===== config.mk =====
export PLATFORM = sky130hd
export DESIGN_NAME = rand_board_seeder
export DESIGN_NICKNAME = d
export VERILOG_FILES = /design/src/rtl/life_pkg.sv /design/src/rtl/cell_sampler.sv /design/src/rtl/rand_board_seeder.sv
export SDC_FILE = /design/constraint.sdc
export NUM_CORES = 1
export LEC_CHECK = 0
export BUFFER_PORTS_ARGS = -buffer_cell sky130_fd_sc_hd__buf_2
export CAP_MARGIN = 15
export CORE_MARGIN = 1
export CORE_UTILIZATION = 50
export CTS_CLUSTER_DIAMETER = 50
export CTS_CLUSTER_SIZE = 25
export DETAILED_ROUTE_END_ITERATION = 7
export PLACE_DENSITY = 0.84
export SYNTH_ARGS = -nofsm -noshare
export SYNTH_HDL_FRONTEND = slang
export SYNTH_SLANG_ARGS = --single-unit

===== constraint.sdc =====
create_clock -name clk -period 2.7 [get_ports clk]
set_clock_uncertainty 0.2 [all_clocks]
set_input_delay 0.135 -clock clk [delete_from_list [all_inputs] [get_ports clk]]
set_output_delay 0.135 -clock clk [all_outputs]
set_load 0.01 [all_outputs]

===== src/rtl/life_pkg.sv =====
// Shared life-game board constants and the seeder FSM state encoding.
package life_pkg;

    localparam int ROWS   = 32;
    localparam int COLS   = 32;
    localparam int DBITS  = 3;
    localparam int ROW_AW = 5;

    localparam logic [1:0] IDLE  = 2'd0;
    localparam logic [1:0] FILL  = 2'd1;
    localparam logic [1:0] WRITE = 2'd2;
    localparam logic [1:0] FIN   = 2'd3;

    typedef enum logic [1:0] {
        S_IDLE  = IDLE,
        S_FILL  = FILL,
        S_WRITE = WRITE,
        S_FIN   = FIN
    } state_t;

endpackage


===== src/rtl/cell_sampler.sv =====
// Gathers DBITS LFSR bits LSB-first into one cell value and compares it
// against the latched density to decide whether the cell is alive.
module cell_sampler #(
    parameter int DBITS = 3
) (
    input  logic           clk,
    input  logic           rst,
    input  logic           clear,
    input  logic           rand_en,
    input  logic           rand_bit,
    input  logic [DBITS:0] dens_q,
    output logic           cell_valid,
    output logic           cell_alive
);

    localparam int CW = (DBITS > 1) ? $clog2(DBITS) : 1;

    logic [DBITS-1:0] acc_q;
    logic [DBITS-1:0] acc_d;
    logic [CW-1:0]    cnt_q;
    logic             last_bit;

    assign last_bit = (cnt_q == CW'(DBITS - 1));

    // acc_d already contains the bit drawn this cycle, so the final bit
    // takes part in the comparison on the same edge it is consumed.
    always_comb begin
        acc_d = acc_q;
        for (int k = 0; k < DBITS; k++) begin
            if (cnt_q == CW'(k)) begin
                acc_d[k] = rand_bit;
            end
        end
    end

    assign cell_valid = rand_en && last_bit;
    assign cell_alive = ({1'b0, acc_d} < dens_q);

    always_ff @(posedge clk) begin
        if (rst || clear) begin
            acc_q <= '0;
            cnt_q <= '0;
        end else if (rand_en) begin
            if (last_bit) begin
                acc_q <= '0;
                cnt_q <= '0;
            end else begin
                acc_q <= acc_d;
                cnt_q <= cnt_q + CW'(1);
            end
        end
    end

endmodule


===== src/rtl/rand_board_seeder.sv =====
// Seeds the life board with a random generation: samples one cell per DBITS
// LFSR bits, packs a full row, then writes it with a held valid/ready request.
module rand_board_seeder #(
    parameter int ROWS   = life_pkg::ROWS,
    parameter int COLS   = life_pkg::COLS,
    parameter int DBITS  = life_pkg::DBITS,
    parameter int ROW_AW = life_pkg::ROW_AW
) (
    input  logic              clk,
    input  logic              rst,
    input  logic              start,
    input  logic [DBITS:0]    density,
    input  logic              rand_bit,
    output logic              rand_en,
    output logic              wr_en,
    input  logic              wr_ready,
    output logic [ROW_AW-1:0] wr_addr,
    output logic [COLS-1:0]   wr_data,
    output logic              busy,
    output logic              done,
    output logic [1:0]        state
);

    import life_pkg::*;

    localparam int CLW = (COLS > 1) ? $clog2(COLS) : 1;

    // Write handshake: wr_en rises in WRITE and stays high, with wr_addr and
    // wr_data frozen, until an edge where wr_en & wr_ready both hold.
    state_t            state_q;
    state_t            state_d;
    logic [DBITS:0]    dens_q;
    logic [ROW_AW-1:0] row_q;
    logic [CLW-1:0]    col_q;
    logic [COLS-1:0]   cells_q;
    logic              start_acc;
    logic              cell_valid;
    logic              cell_alive;
    logic              last_row;

    cell_sampler #(.DBITS(DBITS)) u_sampler (
        .clk        (clk),
        .rst        (rst),
        .clear      (start_acc),
        .rand_en    (rand_en),
        .rand_bit   (rand_bit),
        .dens_q     (dens_q),
        .cell_valid (cell_valid),
        .cell_alive (cell_alive)
    );

    assign last_row = (row_q == ROW_AW'(ROWS - 1));

    always_comb begin
        state_d   = state_q;
        rand_en   = 1'b0;
        wr_en     = 1'b0;
        busy      = 1'b0;
        done      = 1'b0;
        start_acc = 1'b0;
        case (state_q)
            S_IDLE: begin
                if (start) begin
                    start_acc = 1'b1;
                    state_d   = S_FILL;
                end
            end
            S_FILL: begin
                rand_en = 1'b1;
                busy    = 1'b1;
                if (cell_valid && col_q == CLW'(COLS - 1)) begin
                    state_d = S_WRITE;
                end
            end
            S_WRITE: begin
                wr_en = 1'b1;
                busy  = 1'b1;
                if (wr_ready) begin
                    state_d = last_row ? S_FIN : S_FILL;
                end
            end
            S_FIN: begin
                done    = 1'b1;
                state_d = S_IDLE;
            end
            default: state_d = S_IDLE;
        endcase
    end

    always_ff @(posedge clk) begin
        if (rst) begin
            state_q <= S_IDLE;
            dens_q  <= '0;
            row_q   <= '0;
            col_q   <= '0;
            cells_q <= '0;
        end else begin
            state_q <= state_d;
            if (start_acc) begin
                dens_q  <= density;
                row_q   <= '0;
                col_q   <= '0;
                cells_q <= '0;
            end
            if (cell_valid) begin
                cells_q[col_q] <= cell_alive;
                col_q          <= (col_q == CLW'(COLS - 1)) ? '0 : col_q + CLW'(1);
            end
            if (wr_en && wr_ready && !last_row) begin
                row_q <= row_q + ROW_AW'(1);
                col_q <= '0;
            end
        end
    end

    assign wr_addr = row_q;
    assign wr_data = cells_q;
    assign state   = state_q;

endmodule


==> insert_results.sql <==
INSERT INTO impl_metrics (metric_group, metric, value, unit) VALUES
('synthesis', 'synthTopCellsByArea', 'dfxtp_1, a21oi_1, a22oi_1', ''),
('hold_path', 'worstHoldPathType', 'in2reg', ''),
('setup_path', 'path_common_cell', 'a21oi_1', ''),
('sta', 'hold_viol', '0', ''),
('global_route', 'grt_pass1_vias', '2066', ''),
('sta', 'period_share', '95.8', '%'),
('clock_tree', 'clock_path_buffers', '2', ''),
('synthesis', 'yosys_warnings', '0', ''),
('synthesis', 'synthCells', '277', ''),
('clock_tree', 'cts_tree', 'built', ''),
('clock_tree', 'ctsRootBufferMaster', 'clkbuf_8', ''),
('cells_and_area', 'drive_gt1_share', '22.5', '%'),
('route', 'drt-initial-drc-count', '218', ''),
('floorplanning', 'die_h', '72.4', 'µm'),
('hold_path', 'holdPathStages', '2', ''),
('floorplanning', 'io_pins', '52', ''),
('sta', 'post-route-min-period', '2590', 'ps'),
('setup_path', 'required', '2690', 'ps'),
('sta', 'max_slew.worst_pin.slew', '597', 'ps'),
('route', 'detailroute.via_count', '2267', ''),
('placed_design', 'placed_cell_area', '2750', 'µm²'),
('synthesis', 'synth-seq-area-share', '42.9', '%'),
('sta', 'timing.setup.tns', '0', 'ps'),
('synthesis', 'ys_dominant_reg_cell', 'dfxtp_1', ''),
('setup_path', 'r2r-end', 'wr_data[10]', ''),
('pwr', 'pwr_density_cell', '635', 'nW/µm²'),
('route', 'route.detailed.wl_per_inst', '15.6', 'µm'),
('setup_path', 'crit_slowest_cell', 'dfxtp_2', ''),
('route', 'detail_route.first_pass.iterations', '6', ''),
('clock_tree', 'postCtsSetupRepairBufs', '0', ''),
('setup_path', 'cp-start-kind', 'register', ''),
('setup_path', 'worst-endpoint-arrival', '2570', 'ps'),
('global_route', 'grt_util_met3', '3.89', '%'),
('global_route', 'grt_first_pass_wirelength', '9890', 'µm'),
('setup_path', 'path_buf_inv', '0', ''),
('synthesis', 'syn_avg_cell_area', '8.93', 'µm²'),
('cells_and_area', 'design.final.nets', '347', ''),
('sta', 'grt_setup_unrepaired', 'false', ''),
('sta', 'achievable-frequency', '387', 'MHz'),
('route', 'drc_errors', '0', ''),
('global_route', 'globalRouteTotalUtil', '24.0', '%'),
('setup_path', 'rrSetupSlack', '110', 'ps'),
('route', 'avgViaCountPerCell', '5.78', ''),
('global_route', 'grt_start_max_net_pins', '34', ''),
('synthesis', 'synth_top_area_cell', 'dfxtp_1', ''),
('route', 'totalWireLength', '6120', 'µm'),
('floorplanning', 'die_area', '5240', 'µm²'),
('clock_tree', 'cts_num_sinks', '53', ''),
('synthesis', 'yosysUniqueCellTypes', '36', ''),
('route', 'drtAntennaViolNets', '0', ''),
('cells_and_area', 'area_growth_syn_to_layout', '17.4', '%'),
('placed_design', 'gp_congestion', '0.811', ''),
('hold_path', 'hp-start', 'rst', ''),
('floorplanning', 'core-area', '4750', 'µm²'),
('synthesis', 'netlist.area_leader.share', '42.9', '%'),
('setup_path', 'worst-path-max-fanout', '11', ''),
('synthesis', 'synth_async_sr_flop_share', '0', '%'),
('synthesis', 'post_synth_edffs', '0', ''),
('sta', 'slew_violations', '0', ''),
('cells_and_area', 'num_antenna_cells', '0', ''),
('setup_path', 'critPathLaunch', 'u_sampler.cnt_q[1]', ''),
('job', 'number_of_maximum_capacitance_violations', '0', ''),
('floorplanning', 'floorplan.rows', '25', ''),
('outcome', 'outcome', 'finished clean', ''),
('clock_tree', 'cts_made_buffers', '5', ''),
('setup_path', 'critical-path-max-stage-delay', '430', 'ps'),
('setup_path', 'setup.worst_path.class', 'reg2reg', ''),
('synthesis', 'leading_cell_type_by_number_of_instances_after_synthesis', 'dfxtp_1', ''),
('global_route', 'antenna_violations_before_repair', '0', ''),
('clock_tree', 'insertion_delay', '310', 'ps'),
('floorplanning', 'die_wd', '72.4', 'µm');
-- worst max path at each step --
stage / depth (start not counted) / end / slack, ps
final: 7 / wr_data[10] / 110
after global routing: 7 / wr_data[10] / 50
after CTS: 7 / wr_data[11] / 70
after detailed placement: 7 / wr_data[26] / 100
after global placement: 7 / wr_data[29] / 230
after floorplan: 9 / wr_data[12] / 290
-- logic make-up (layout without fill, tap and decap cells) --
| family | Yosys count | in the layout | share of synthesized area [%] |
|---|---|---|---|
| AOI/OAI and AO/OA | 97 | 97 | 26.3 |
| and+or+nand+nor | 84 | 84 | 17.8 |
| DFF | 53 | 53 | 42.9 |
| buffers and inverters | 26 | 74 | 4.65 |
| adders and majority gates | 14 | 14 | 7.08 |
| muxes | 3 | 3 | 1.31 |
-- cells in the final DEF, fill, tap and decap left out, types with 3 or more instances in the layout --
cell type / n
and2_1: 5
buf_2: 51
nand2_1: 14
dfxtp_1: 52
clkbuf_8: 6
ha_1: 14
nand3b_1: 3
nand2b_1: 6
o21ai_0: 4
a211oi_1: 3
nor2_1: 24
a22oi_1: 33
a21oi_1: 50
nor3_1: 8
inv_1: 9
and3_1: 3
nand3_1: 6
dlygate4sd3_1: 4
a21boi_4: 4
-- sequential cells by signal, summed over array words and instances, names as in the netlist --
signal           count
wr_data             32
u_sampler.acc_q      3
state                2
dens_q               4
wr_addr              5
u_sampler.cnt_q      2
col_q                5
-- area by class of cell --
class	instances	area, µm²
Tap cell	67	83.8
Fill cell	423	1850
Inverter	9	33.8
Sequential cell	53	1060
Clock buffer	7	86.3
Timing Repair Buffer	57	310
Clock inverter	1	30.0
Multi-Input combinational cell	198	1300
-- timing repair --
item | CTS | global route
resized for setup | 0 | 1
hold buffers | 4 | 0
setup endpoints to repair | 0 | 31
endpoints found under the hold margin | 4 | 0
-- per-layer routing --
layer	share of wire [%]	wire length [µm]
met1	45	2750
met2	49	2980
met3	5.2	316
met4	1.2	76
met5	0	0
-- stage by stage --
step,setup WS [ps],hold slack [ps],instances
final,114,29.2,392
after global routing,48.1,32.8,392
after CTS,68.2,20.4,392
after detailed placement,104,180,380
after global placement,232,181,380
after floorplan,290,71.0,277
-- power by group --
group / internal [W] / total (W) / switching (W) / leakage, nW
sequential: 0.000814 / 0.000853 / 0.0000388 / 0.428
clock: 0.000302 / 0.000559 / 0.000256 / 0.0585
combinational: 0.000153 / 0.000434 / 0.000281 / 0.760
total: 0.00127 / 0.00185 / 0.000576 / 1.25
Note: power is estimated with default switching activity, not from simulation.
